[src/rtl/sync_fifo_param_pkg.sv]
// Shared constants and width helpers for the single-clock parametrised FIFO.
// Read-mode selectors and the pointer width function live here so the top and its users agree.
package sync_fifo_param_pkg;

    localparam int FWFT_OFF = 0;
    localparam int FWFT_ON  = 1;

    // Address width; pointers and the occupancy count carry one extra bit.
    function automatic int ptrWidth(input int depth);
        return $clog2(depth);
    endfunction

endpackage

[src/rtl/sync_fifo_mem.sv]
// Storage array for the FIFO: synchronous write port, asynchronous read port.
// Contents are deliberately not reset.
module sync_fifo_mem #(
    parameter int DEPTH      = 16,
    parameter int DATA_WIDTH = 8,
    parameter int AW         = $clog2(DEPTH)
) (
    input  logic                  clk_i,
    input  logic                  we_i,
    input  logic [AW-1:0]         waddr_i,
    input  logic [DATA_WIDTH-1:0] wdata_i,
    input  logic [AW-1:0]         raddr_i,
    output logic [DATA_WIDTH-1:0] rdata_o
);

    logic [DATA_WIDTH-1:0] mem_q [DEPTH];

    always_ff @(posedge clk_i) begin
        if (we_i) begin
            mem_q[waddr_i] <= wdata_i;
        end
    end

    assign rdata_o = mem_q[raddr_i];

endmodule

[src/rtl/sync_fifo_param.sv]
// Single-clock FIFO with registered or first-word-fall-through read mode,
// threshold flags, occupancy count, sticky error flags and synchronous flush.
module sync_fifo_param
    import sync_fifo_param_pkg::*;
#(
    parameter int DEPTH         = 16,
    parameter int DATA_WIDTH    = 8,
    parameter int FWFT          = FWFT_OFF,
    parameter int AFULL_THRESH  = DEPTH - 4,
    parameter int AEMPTY_THRESH = 2,
    localparam int PTR_WIDTH    = ptrWidth(DEPTH)
) (
    input  logic                  clk,
    input  logic                  rst_n,
    input  logic                  w_en,
    input  logic [DATA_WIDTH-1:0] data_in,
    input  logic                  r_en,
    output logic [DATA_WIDTH-1:0] data_out,
    input  logic                  flush,
    input  logic                  clr_err,
    output logic                  full,
    output logic                  empty,
    output logic                  almost_full,
    output logic                  almost_empty,
    output logic [PTR_WIDTH:0]    count,
    output logic                  overflow,
    output logic                  underflow
);

    localparam int CW = PTR_WIDTH + 1;
    localparam logic [CW-1:0] DEPTH_C  = CW'(DEPTH);
    localparam logic [CW-1:0] AFULL_C  = CW'(AFULL_THRESH);
    localparam logic [CW-1:0] AEMPTY_C = CW'(AEMPTY_THRESH);

    logic [CW-1:0]         wrPtr_q, wrPtr_d, rdPtr_q, rdPtr_d, count_q, count_d;
    logic [DATA_WIDTH-1:0] dout_q, dout_d, memRdata;
    logic                  ovf_q, ovf_d, unf_q, unf_d;
    logic                  wrAcc, rdAcc, isFull, isEmpty;

    assign isFull  = (count_q == DEPTH_C);
    assign isEmpty = (count_q == '0);

    // Flush wins over both requests in the same cycle.
    assign wrAcc = w_en & ~isFull & ~flush;
    assign rdAcc = r_en & ~isEmpty & ~flush;

    always_comb begin
        wrPtr_d = wrPtr_q;
        rdPtr_d = rdPtr_q;
        count_d = count_q;
        dout_d  = dout_q;
        if (flush) begin
            wrPtr_d = '0;
            rdPtr_d = '0;
            count_d = '0;
        end else begin
            if (wrAcc) wrPtr_d = wrPtr_q + CW'(1);
            if (rdAcc) rdPtr_d = rdPtr_q + CW'(1);
            if (wrAcc && !rdAcc) begin
                count_d = count_q + CW'(1);
            end else if (!wrAcc && rdAcc) begin
                count_d = count_q - CW'(1);
            end
        end
        if ((FWFT != FWFT_ON) && rdAcc) begin
            dout_d = memRdata;
        end
        // Set beats clear when both happen in the same cycle.
        ovf_d = (w_en & isFull) | (ovf_q & ~clr_err);
        unf_d = (r_en & isEmpty) | (unf_q & ~clr_err);
    end

    always_ff @(posedge clk or negedge rst_n) begin
        if (!rst_n) begin
            wrPtr_q <= '0;
            rdPtr_q <= '0;
            count_q <= '0;
            dout_q  <= '0;
            ovf_q   <= 1'b0;
            unf_q   <= 1'b0;
        end else begin
            wrPtr_q <= wrPtr_d;
            rdPtr_q <= rdPtr_d;
            count_q <= count_d;
            dout_q  <= dout_d;
            ovf_q   <= ovf_d;
            unf_q   <= unf_d;
        end
    end

    sync_fifo_mem #(
        .DEPTH      (DEPTH),
        .DATA_WIDTH (DATA_WIDTH),
        .AW         (PTR_WIDTH)
    ) u_mem (
        .clk_i   (clk),
        .we_i    (wrAcc),
        .waddr_i (wrPtr_q[PTR_WIDTH-1:0]),
        .wdata_i (data_in),
        .raddr_i (rdPtr_q[PTR_WIDTH-1:0]),
        .rdata_o (memRdata)
    );

    // In fall-through mode the output is forced to zero while empty so reset shows zero.
    assign data_out     = (FWFT == FWFT_ON) ? (isEmpty ? '0 : memRdata) : dout_q;
    assign full         = isFull;
    assign empty        = isEmpty;
    assign almost_full  = (count_q >= AFULL_C);
    assign almost_empty = (count_q <= AEMPTY_C);
    assign count        = count_q;
    assign overflow     = ovf_q;
    assign underflow    = unf_q;

endmodule

[config.mk]
export PLATFORM = sky130hd
export DESIGN_NAME = sync_fifo_param
export DESIGN_NICKNAME = d
export VERILOG_FILES = /design/src/rtl/sync_fifo_param_pkg.sv /design/src/rtl/sync_fifo_mem.sv /design/src/rtl/sync_fifo_param.sv
export SDC_FILE = /design/constraint.sdc
export NUM_CORES = 1
export LEC_CHECK = 0
export ABC_AREA = 1
export CORE_MARGIN = 2
export CORE_UTILIZATION = 26
export DETAILED_ROUTE_END_ITERATION = 10
export PLACE_DENSITY = 0.52
export SETUP_SLACK_MARGIN = 0.1
export SLEW_MARGIN = 20
export SYNTH_ARGS = -nofsm -noshare
export SYNTH_HDL_FRONTEND = slang
export SYNTH_HIERARCHICAL = 1
export SYNTH_SLANG_ARGS = --single-unit
[constraint.sdc]
create_clock -name clk -period 1.9 [get_ports clk]
set_input_delay 0.38 -clock clk [delete_from_list [all_inputs] [get_ports clk]]
set_output_delay 0.38 -clock clk [all_outputs]
set_load 0.02 [all_outputs]
# Yosys cells after proc, flatten, opt, wreduce, memory -nomap -nowiden

Memories as Yosys holds them, arrays and structs flattened. A register that Yosys moved wholly into a read port is not among the register bits.
Cells that the tools add are included.

Bits in registers: 17
Bits in latches: 0
Bits in writable memories: 128
Bits in read-only memories: 0
Logic and storage cells: 45
Memories: 1

Memories:

| memory      | depth | bits a word | read ports | clocked after Yosys merged registers in | write ports | line                | text |
|---|---|---|---|---|---|---|---|
| u_mem.mem_q | 16    | 8           | 1          | 1                                       | 1           | sync_fifo_mem.sv:16 | `logic [DATA_WIDTH-1:0] mem_q [DEPTH];` |

Add/subtract/negate cells: 4
Multiply operators: 0
Divide/modulo/power cells: 0
$lt $le $gt $ge: 2
Eq/ne operators: 1
Shift-type cells: 0
Mux-type cells: 9
Bitwise logic cells: 14
Reduce and logical (&&, ||, !) cells: 9

Operators with widths:

| operator              | number |
|---|---|
| $mux W5               | 7 |
| $add A5 B1 Y5 const B | 3 |
| $and A1 B1 Y1         | 8 |
| $eq A5 B5 Y1 const B  | 1 |
| $ge A5 B4 Y1 const B  | 1 |
| $le A5 B2 Y1 const B  | 1 |
| $logic_not A5 Y1      | 1 |
| $sub A5 B1 Y5 const B | 1 |
| $not A1 Y1            | 4 |
| $reduce_bool A2 Y1    | 2 |
| $logic_not A1 Y1      | 3 |
| $reduce_bool A3 Y1    | 1 |
| $logic_and A1 B1 Y1   | 2 |
| $mux W1               | 2 |
| $or A1 B1 Y1          | 2 |

# Longest topological paths before layout

Gate-level depths: netlist of the first run.

Depth in word-level cells: 9
Depth in mapped cells: 15
Depth with buffers taken out: 15

# By module

Netlist of the first run, hierarchy kept.

By module, submodules not included:

| module          | times used | cells each | area each (sq um) | seq. area each (sq um) |
|---|---|---|---|---|
| sync_fifo_mem   | 1          | 543        | 5606.6            | 3843.7 |
| sync_fifo_param | 1          | 147        | 1222.4            | 575.6 |

# Worst setup path after synthesis of the first run

Ideal clock, no wire load.

Path type: flip-flop to flip-flop
From: register count_q[0], in the netlist count[0]
To: register count_q[4], in the netlist count[4]
Setup time: 0.117 ns
Arrival time: 2.024 ns
Slack: -0.241 ns
Stages on the path, launching flop included: 15
Period minus slack after synthesis: 2.141 ns
Path through: dfrtp_1 > nor2_2 > nand3_2 > nand2_4 > nor2_4 > nand2_1 > fa_1 > nand3_1 > nand3_1 > nand2_1 > inv_1 > nand2_1 > nand2_1 > nand2_1 > nand2_1

Elaborated cells on any way between the ends: 18
Classes of those cells: add/sub (2); eq/ne (1); mux (3); bitwise (6); reduce/logical (6)

RTL lines:

| element                                                 | line                                         | text |
|---|---|---|
| from (decl)                                             | sync_fifo_param.sv:35                        | `logic [CW-1:0] wrPtr_q, wrPtr_d, rdPtr_q, rdPtr_d, count_q, count_d;` |
| from (signal assigned)                                  | sync_fifo_param.sv:84                        | `count_q <= count_d;` |
| $eq A5 B5 Y1 *                                          | sync_fifo_param.sv:40                        | `assign isFull = (count_q == DEPTH_C);` |
| $not A1 Y1 *                                            | sync_fifo_param.sv:44                        | `assign wrAcc = w_en & ~isFull & ~flush;` |
| $and A1 B1 Y1 * (2 in a row)                            | sync_fifo_param.sv:44                        |  |
| named net wrAcc                                         | sync_fifo_param.sv:38                        | `logic wrAcc, rdAcc, isFull, isEmpty;` |
| $logic_and A1 B1 Y1 or $logic_not A1 Y1 (tied branches) | sync_fifo_param.sv:59, sync_fifo_param.sv:61 |  |
| $mux W5 or $logic_and A1 B1 Y1 (tied branches)          | sync_fifo_param.sv:59, sync_fifo_param.sv:61 |  |
| $mux W5 or $reduce_bool A3 Y1 (tied branches)           | -                                            |  |

The timed path passes the listed nets; every way through them passes the cells marked *. The select of a mux whose other input is x is not followed.
A chain may end at the register's enable or synchronous reset.

# Final worst setup path of the first run

From: register count_q[3], in the netlist count[3]
To: register count_q[4], in the netlist count[4]

Longest elaborated chain between the ends: 8
Elaborated cells on any way between the ends: 18
Classes of those cells: add/sub (2); eq/ne (1); mux (3); bitwise (6); reduce/logical (6)

RTL lines:

| element |
|---|
| parallel branches: the longest is 8 deep, another holds $sub A5 B1 Y5 |

Several ways; the timed one is not identified. The select of a mux whose other input is x is not followed.

==> results of run 1 <==
critical path: stages (launching register included):
cell	delay, ns
dfrtp_2	0.42
nor2_4	0.19
nand3_4	0.11
nand3_4	0.11
nand2_8	0.08
fa_2	0.37
nand3_2	0.09
nand3_1	0.07
nand2_1	0.08
inv_1	0.04
nand2_1	0.05
nand2_1	0.04
nand2_1	0.05
nand2_1	0.04
report_power, final:
group | switching [W] | internal (W) | total [W]
registers | 0.000163 | 0.00384 | 0.00401
logic | 0.00199 | 0.00123 | 0.00321
clock network | 0.00135 | 0.00181 | 0.00316
total | 0.00350 | 0.00688 | 0.0104
through the flow:
step	util, %	instance area [sq um]
floorplan	-	6900
finish	33.4	8660
CTS	32.8	8490
detailed placement	30.6	7920
global route	33.4	8660
global placement	30.6	7920
final cells by class:
class                   count  share of cell area [%]
well taps                 335                    4.84
clock buffers              19                    5.00
multi-input cells         397                    22.7
inverters                 117                    5.09
repair buffers             92                    9.84
flip-flops and latches    151                    51.1
clock inverters            13                    1.46
worst min path at each step:
stage / start / endpoint / slack [ns] / cells after the start
2_1_floorplan: rst_n / count[0] / 0.08 / 0
5_1_grt: rst_n / overflow / 0.34 / 2
4_1_cts: rst_n / wrPtr_q[2] / 0.31 / 2
6_report: rst_n / overflow / 0.32 / 2
3_5_place_dp: data_out[1] / data_out[1] / 0.47 / 2
3_3_place_gp: data_out[5] / data_out[5] / 0.47 / 2
kinds of logic after synthesis:
kind of cell	share of synthesized area, %
AND/OR/NAND/NOR	23.4
flip-flops	64.7
buffers and inverters	9.03
AO/OA/AOI/OAI	1.19
adder cells (fa/ha/maj)	1.39
XOR/XNOR	0.257
metal layers:
metal,vias to the layer above,global-route usage [%]
li1,2388,-
met1,2232,16.7
met2,87,20.2
met3,35,2.65
met4,0,6.12
met5,-,0
state kept, by name (all words and copies together), names as in the netlist:
signal	cells
u_mem/mem_q	128
rdPtr_q	4
count	5
underflow	1
wrPtr_q	4
data_out	8
overflow	1
synthesized netlist by cell type, drive strengths merged:
cell type / count / area share [%]
xor2: 1 / 0.13
nor2: 24 / 1.6
and2: 1 / 0.13
nand3b: 2 / 0.22
o21ai: 8 / 0.59
dfrtp: 23 / 8.4
nand3: 109 / 8.2
inv: 116 / 6.4
xnor2: 1 / 0.13
edfxtp: 128 / 56
ha: 6 / 1.1
buf: 25 / 2.6
a21oi: 6 / 0.49
fa: 1 / 0.29
clkinv: 1 / 0.055
o21a: 1 / 0.11
nor3: 2 / 0.15
nand2: 235 / 13
timing repair:
action | in CTS | in global routing
pin swaps | 0 | 9
setup buffers | 0 | 7
hold buffers | 0 | 0
setup endpoints to repair | 80 | 85
resized for setup | 27 | 34
==> out/results.tsv, run 1 <==
stage	metric	value	unit
status	status	complete, no violations	
final_layout	Post-Layout Cell Count	1124	
timing	Slew Viols, Final	0	
placed_design	DPL Wire Length	10.9	mm
hold_path	Worst Hold Class	primary input to async pin	
clocking	H-tree depth	4	
clocking	CTS buffer count	17	
final_layout	Layout fillers	2626	
yosys	synthesized net count	711	
clocking	Root Buffer	clkbuf_16	
worst_setup_path	FF-to-FF Start	count[3]	
worst_setup_path	Reg2Reg Setup Slack	0.04	ns
routing	met3 WL	587	um
routing	antenna viol nets, final	0	
power_and_ir_drop	Worst VDD drop	0.668	mV
job	Max-Cap Viols	0	
power_and_ir_drop	leak pwr	3.76	nW
timing	Layout Skew	0.00560	ns
grt	largest net degree at the start of global routing	51	
yosys	Syn Inst Count	690	
worst_setup_path	RR Endpoint	count[4]	
yosys	Mean Syn Cell Area	9.90	sq um
grt	GRT Total Usage	12.8	%
final_layout	Area Growth Syn to Fin	26.8	%
floorplan	number of I/O pins	33	
clocking	clock slew at reported path FFs	0.06	ns
worst_setup_path	CP Class	register to register	
placed_design	Placement Setup Slack	-0.284	ns
timing	final setup fails	0	
worst_setup_path	Worst Setup End Kind	register	
timing	Tmin final	1.86	ns
timing	RSZ-0062 raised after global routing	yes	
grt	first-pass GRT wire length	26.7	mm
placed_design	Port Buffers	32	
worst_setup_path	CP Max Fanout	6	
floorplan	Die H	166	um
clocking	clk_lat worst skew	0.43	ns
routing	vias per cell	4.22	
clocking	Max Buffers Root-to-Sink	2	
timing	endpoints failing hold	0	
timing	slew margin rel.	73.5	%
final_layout	antenna cells	0	
grt	GRT overflow	0	
timing	Final Cycle Share	97.9	%
floorplan	chip width	166	um
floorplan	initial core utilization	26.4	%
worst_setup_path	crit start category	register	
placed_design	placed cell count	1085	
timing	Max Freq	538	MHz
clocking	CTS tree	built	
routing	Post-Route WL	16.8	mm
final_layout	net total in the final layout	797	
timing	Final WS setup	0.0398	ns
clocking	Num Clock Sinks	151	
final_layout	most frequent cells in the layout	nand2_1, edfxtp_1, inv_1	
floorplan	core area	25900	sq um
yosys	number of distinct library cells after synthesis	29	
worst_setup_path	CP startpoint	count[3]	
power_and_ir_drop	total power	0.0104	W
yosys	yosys warns	6	
timing	Setup TNS Final	0	ns
yosys	synthesized cell area	6830	sq um
timing	Tightest Pin Transition	0.397	ns
routing	DRC Markers	0	
final_layout	register area	4430	sq um
routing	DRT Pass-1 Iters	6	
yosys	post-synthesis register bit count	151	
worst_setup_path	Critical Path AT	2.18	ns
floorplan	num rows	59	
worst_setup_path	Req. time, crit path	2.22	ns
power_and_ir_drop	PwrDens	1200	nW/um^2
worst_setup_path	Worst Setup EP	count[4]	
final_layout	area occupied by multi-input gates	1960	sq um
routing	metal2 WL	7.95	mm
grt	initial antenna violation count	0	
routing	met1 WL	7.69	mm
placed_design	GPL Wtd Cong	0.799	
timing	hold_ws	0.321	ns
routing	WL per Instance	14.9	um
final_layout	commonest non-fill, non-tap cell in the layout	nand2_1	
worst_setup_path	FF-to-FF path depth	13	
final_layout	share of cells above drive strength 1	18.4	%
routing	First DRT Iteration DRCs	350	
routing	max layer used	met4	
grt	vias in the first global route	4760	
floorplan	die area	27600	sq um
routing	via count	4742	
yosys	Seq/Total Area, Yosys	64.7	%
Power figures use the tool's default switching activity.
==> run 2: changes to the inputs <==
SLEW_MARGIN = 25   (was 20)
==> results of run 2 <==
Same layout as run 1: the final DEF is identical, and so are final timing and power.
==> run 3: changes to the inputs <==
CORE_MARGIN = 1   (was 2)
GPL_TIMING_DRIVEN = 0   (was default)
==> run 3 against run 2 <==
  * The flow now finishes with violations (setup timing)
  * First-iteration DRC count down 16%
  * Register-to-register slack lost 0.05 ns
  * Fmax decreased by 2.7%
  * Final cell count fell by 0.27%
  * Flip-flop and latch count unchanged
  * Core utilization grew 1.1 points
  * Global-route usage rose by 1.6 points
  * Total power rose by 2.6%
  * Sequential share of layout area decreased by 0.84 points
  * Largest power group unchanged
  * Highest routed layer unchanged
==> out/results.tsv, run 3 (synthesized netlist as in run 1, its figures left out) <==
stage	metric	value	unit	change
status	status	finished with violations		
status	failing checks	setup timing		
grt	GRT Total Usage	14.4	%	+1.6 points
worst_setup_path	CP Max Fanout	6		unchanged
grt	GRT overflow	0		unchanged
power_and_ir_drop	PwrDens	1210	nW/um^2	+0.91%
timing	RSZ-0062 raised after global routing	yes		
timing	slew margin rel.	44.0	%	-30 points
clocking	H-tree depth	4		unchanged
power_and_ir_drop	leak pwr	3.78	nW	+0.59%
timing	Final Cycle Share	101	%	+2.7 points
clocking	Max Buffers Root-to-Sink	2		unchanged
routing	WL per Instance	16.3	um	+9.0%
worst_setup_path	Critical Path AT	2.04	ns	-0.14 ns
floorplan	die area	26900	sq um	-2.4%
timing	final setup fails	16		+16
clocking	clk_lat worst skew	0.42	ns	about the same
placed_design	GPL Wtd Cong	0.862		+7.8%
final_layout	antenna cells	0		unchanged
clocking	Root Buffer	clkbuf_16		
placed_design	Port Buffers	32		unchanged
worst_setup_path	CP Class	register to register		
routing	metal2 WL	8.60	mm	+8.2%
placed_design	DPL Wire Length	12.1	mm	+11%
worst_setup_path	CP delay by family, top	simple AND/OR/NAND/NOR gates		
worst_setup_path	CP max-delay cell	dfrtp_2		
job	Max-Cap Viols	0		unchanged
worst_setup_path	crit start category	register		
routing	vias per cell	4.34		+2.8%
clocking	clock slew at reported path FFs	0.06	ns	about the same
timing	endpoints failing hold	0		unchanged
power_and_ir_drop	Worst VDD drop	0.654	mV	-2.1%
grt	largest net degree at the start of global routing	24		-53%
clocking	CTS tree	built		
timing	Slew Viols, Final	0		unchanged
placed_design	placed cell count	1052		-3.0%
timing	Max Freq	523	MHz	-2.7%
timing	Final WS setup	-0.0117	ns	-0.0515 ns
worst_setup_path	Worst Setup End Kind	register		
floorplan	chip width	164	um	-1.2%
final_layout	net total in the final layout	799		+0.25%
final_layout	share of cells above drive strength 1	18.6	%	+0.21 points
clocking	Num Clock Sinks	151		unchanged
placed_design	Placement Setup Slack	-0.673	ns	-0.389 ns
routing	met1 WL	8.37	mm	+8.8%
routing	met3 WL	868	um	+48%
grt	vias in the first global route	4714		-0.97%
worst_setup_path	WP buf/inv	1		unchanged
worst_setup_path	FF-to-FF path depth	6		-7
final_layout	Area Growth Syn to Fin	28.9	%	
final_layout	most frequent cells in the layout	nand2_1, edfxtp_1, inv_1		
final_layout	Top reg by flops	u_mem/mem_q		
grt	initial antenna violation count	0		unchanged
routing	First DRT Iteration DRCs	294		-16%
final_layout	commonest non-fill, non-tap cell in the layout	nand2_1		
worst_setup_path	Req. time, crit path	2.03	ns	-0.19 ns
floorplan	Die H	164	um	-1.2%
clocking	CTS buffer count	17		unchanged
hold_path	Hold Crit Start	data_out[1]		
hold_path	hold endpoint	data_out[1]		
worst_setup_path	Reg2Reg Setup Slack	-0.01	ns	-0.05 ns
hold_path	Worst Hold Class	register to register		
routing	Post-Route WL	18.2	mm	+8.8%
worst_setup_path	FF-to-FF Start	count[4]		
routing	max layer used	met4		
floorplan	num rows	58		-1.7%
worst_setup_path	CP dominant cell by count	nor2_4		
floorplan	initial core utilization	26.8	%	+0.45 points
timing	Tightest Pin Transition	0.838	ns	+0.441 ns
routing	via count	4863		+2.6%
routing	DRC Markers	0		unchanged
timing	Layout Skew	0.00900	ns	+0.00340 ns
hold_path	depth of the worst hold-timing path	2		
worst_setup_path	RR Endpoint	u_mem/mem_q[12][3]		
floorplan	number of I/O pins	33		unchanged
floorplan	core area	25500	sq um	-1.7%
worst_setup_path	CP cell instances	nand3_2 -> nand2_4 -> nor2_4 -> nand3_1 -> nor2_4 -> buf_4		
worst_setup_path	Worst path max stage delay	0.45	ns	+0.03 ns
routing	DRT Pass-1 Iters	5		-1
final_layout	Post-Layout Cell Count	1121		-0.27%
timing	Tmin final	1.91	ns	+0.0515 ns
final_layout	max FFs per register	128		unchanged
grt	first-pass GRT wire length	28.1	mm	+5.4%
routing	antenna viol nets, final	0		unchanged
==> run 3: changes by cell type in the layout (fill, tap and decap cells not counted), sizes merged <==
cell,change
dlygate4sd2,-5
clkbuf,+4
buf,-2
clkdlybuf4s50,+2
bufinv,+1
clkinv,-1
dlygate4sd3,+1
dlymetal6s2s,+1
inv,+1
==> run 3: metal layers <==
layer,up-vias,global-route usage (%)
met2,138,22.5
met1,2295,20.0
li1,2406,-
met5,-,0
met3,24,2.25
met4,0,5.56
==> run 3: metrics by stage <==
step / total power [W] / hold slack (ns) / setup TNS, ns / cell area (sq um) / utilization (%)
global route: 0.0112 / 0.501 / -1.78 / 8800 / 34.6
global placement: 0.00701 / 0.467 / -66.51 / 7630 / 29.9
CTS: 0.0106 / 0.491 / -0.0000104 / 8660 / 34.0
finish: 0.0106 / 0.477 / -0.108 / 8800 / 34.6
detailed placement: 0.00702 / 0.403 / -68.71 / 7620 / 29.9
floorplan: 0.00589 / 0.0844 / -0.0282 / 6900 / -
==> run 3: worst max path at each step <==
stage                  start  cells after the start            endpoint  slack (ns)
CTS                 count[4]                      6  u_mem/mem_q[13][6]    -0.00001
detailed placement      w_en                      5  u_mem/mem_q[13][4]       -0.67
floorplan           count[3]                     14            count[4]       -0.03
global route        count[3]                     14            count[4]       -0.13
global placement        w_en                      5  u_mem/mem_q[13][4]       -0.65
finish              count[4]                      6  u_mem/mem_q[12][3]       -0.01
==> run 3: tightest hold or removal path, stage by stage, from the launching register on <==
cell and delay, ns:
dfrtp_1 0.34, nand2_1 0.05, nand2_1 0.05
==> run 3: power by group <==
group          leakage [nW]  switching (W)  total, W  internal, W
logic                  2.06        0.00204   0.00330      0.00126
clock network         0.274        0.00137   0.00331      0.00194
registers              1.44       0.000184   0.00403      0.00385
==> run 3: layout make-up <==
| type | instances | area [sq um] |
|---|---|---|
| Fill cell | 2498 | 16700 |
| Sequential cell | 151 | 4430 |
| Multi-Input combinational cell | 397 | 2020 |
| Timing Repair Buffer | 69 | 736 |
| Inverter | 117 | 445 |
| Clock buffer | 18 | 429 |
| Tap cell | 330 | 413 |
| Buffer | 25 | 188 |
| Clock inverter | 14 | 150 |
==> run 3: timing repair <==
| item | 4_1_cts | 5_1_grt |
|---|---|---|
| hold buffers | 1 | 0 |
| setup endpoints to repair | 141 | 141 |
| pin swaps | 23 | 5 |
| hold endpoints to repair | 23 | 0 |
| gates resized for setup | 51 | 23 |
| buffers inserted | 29 | 7 |
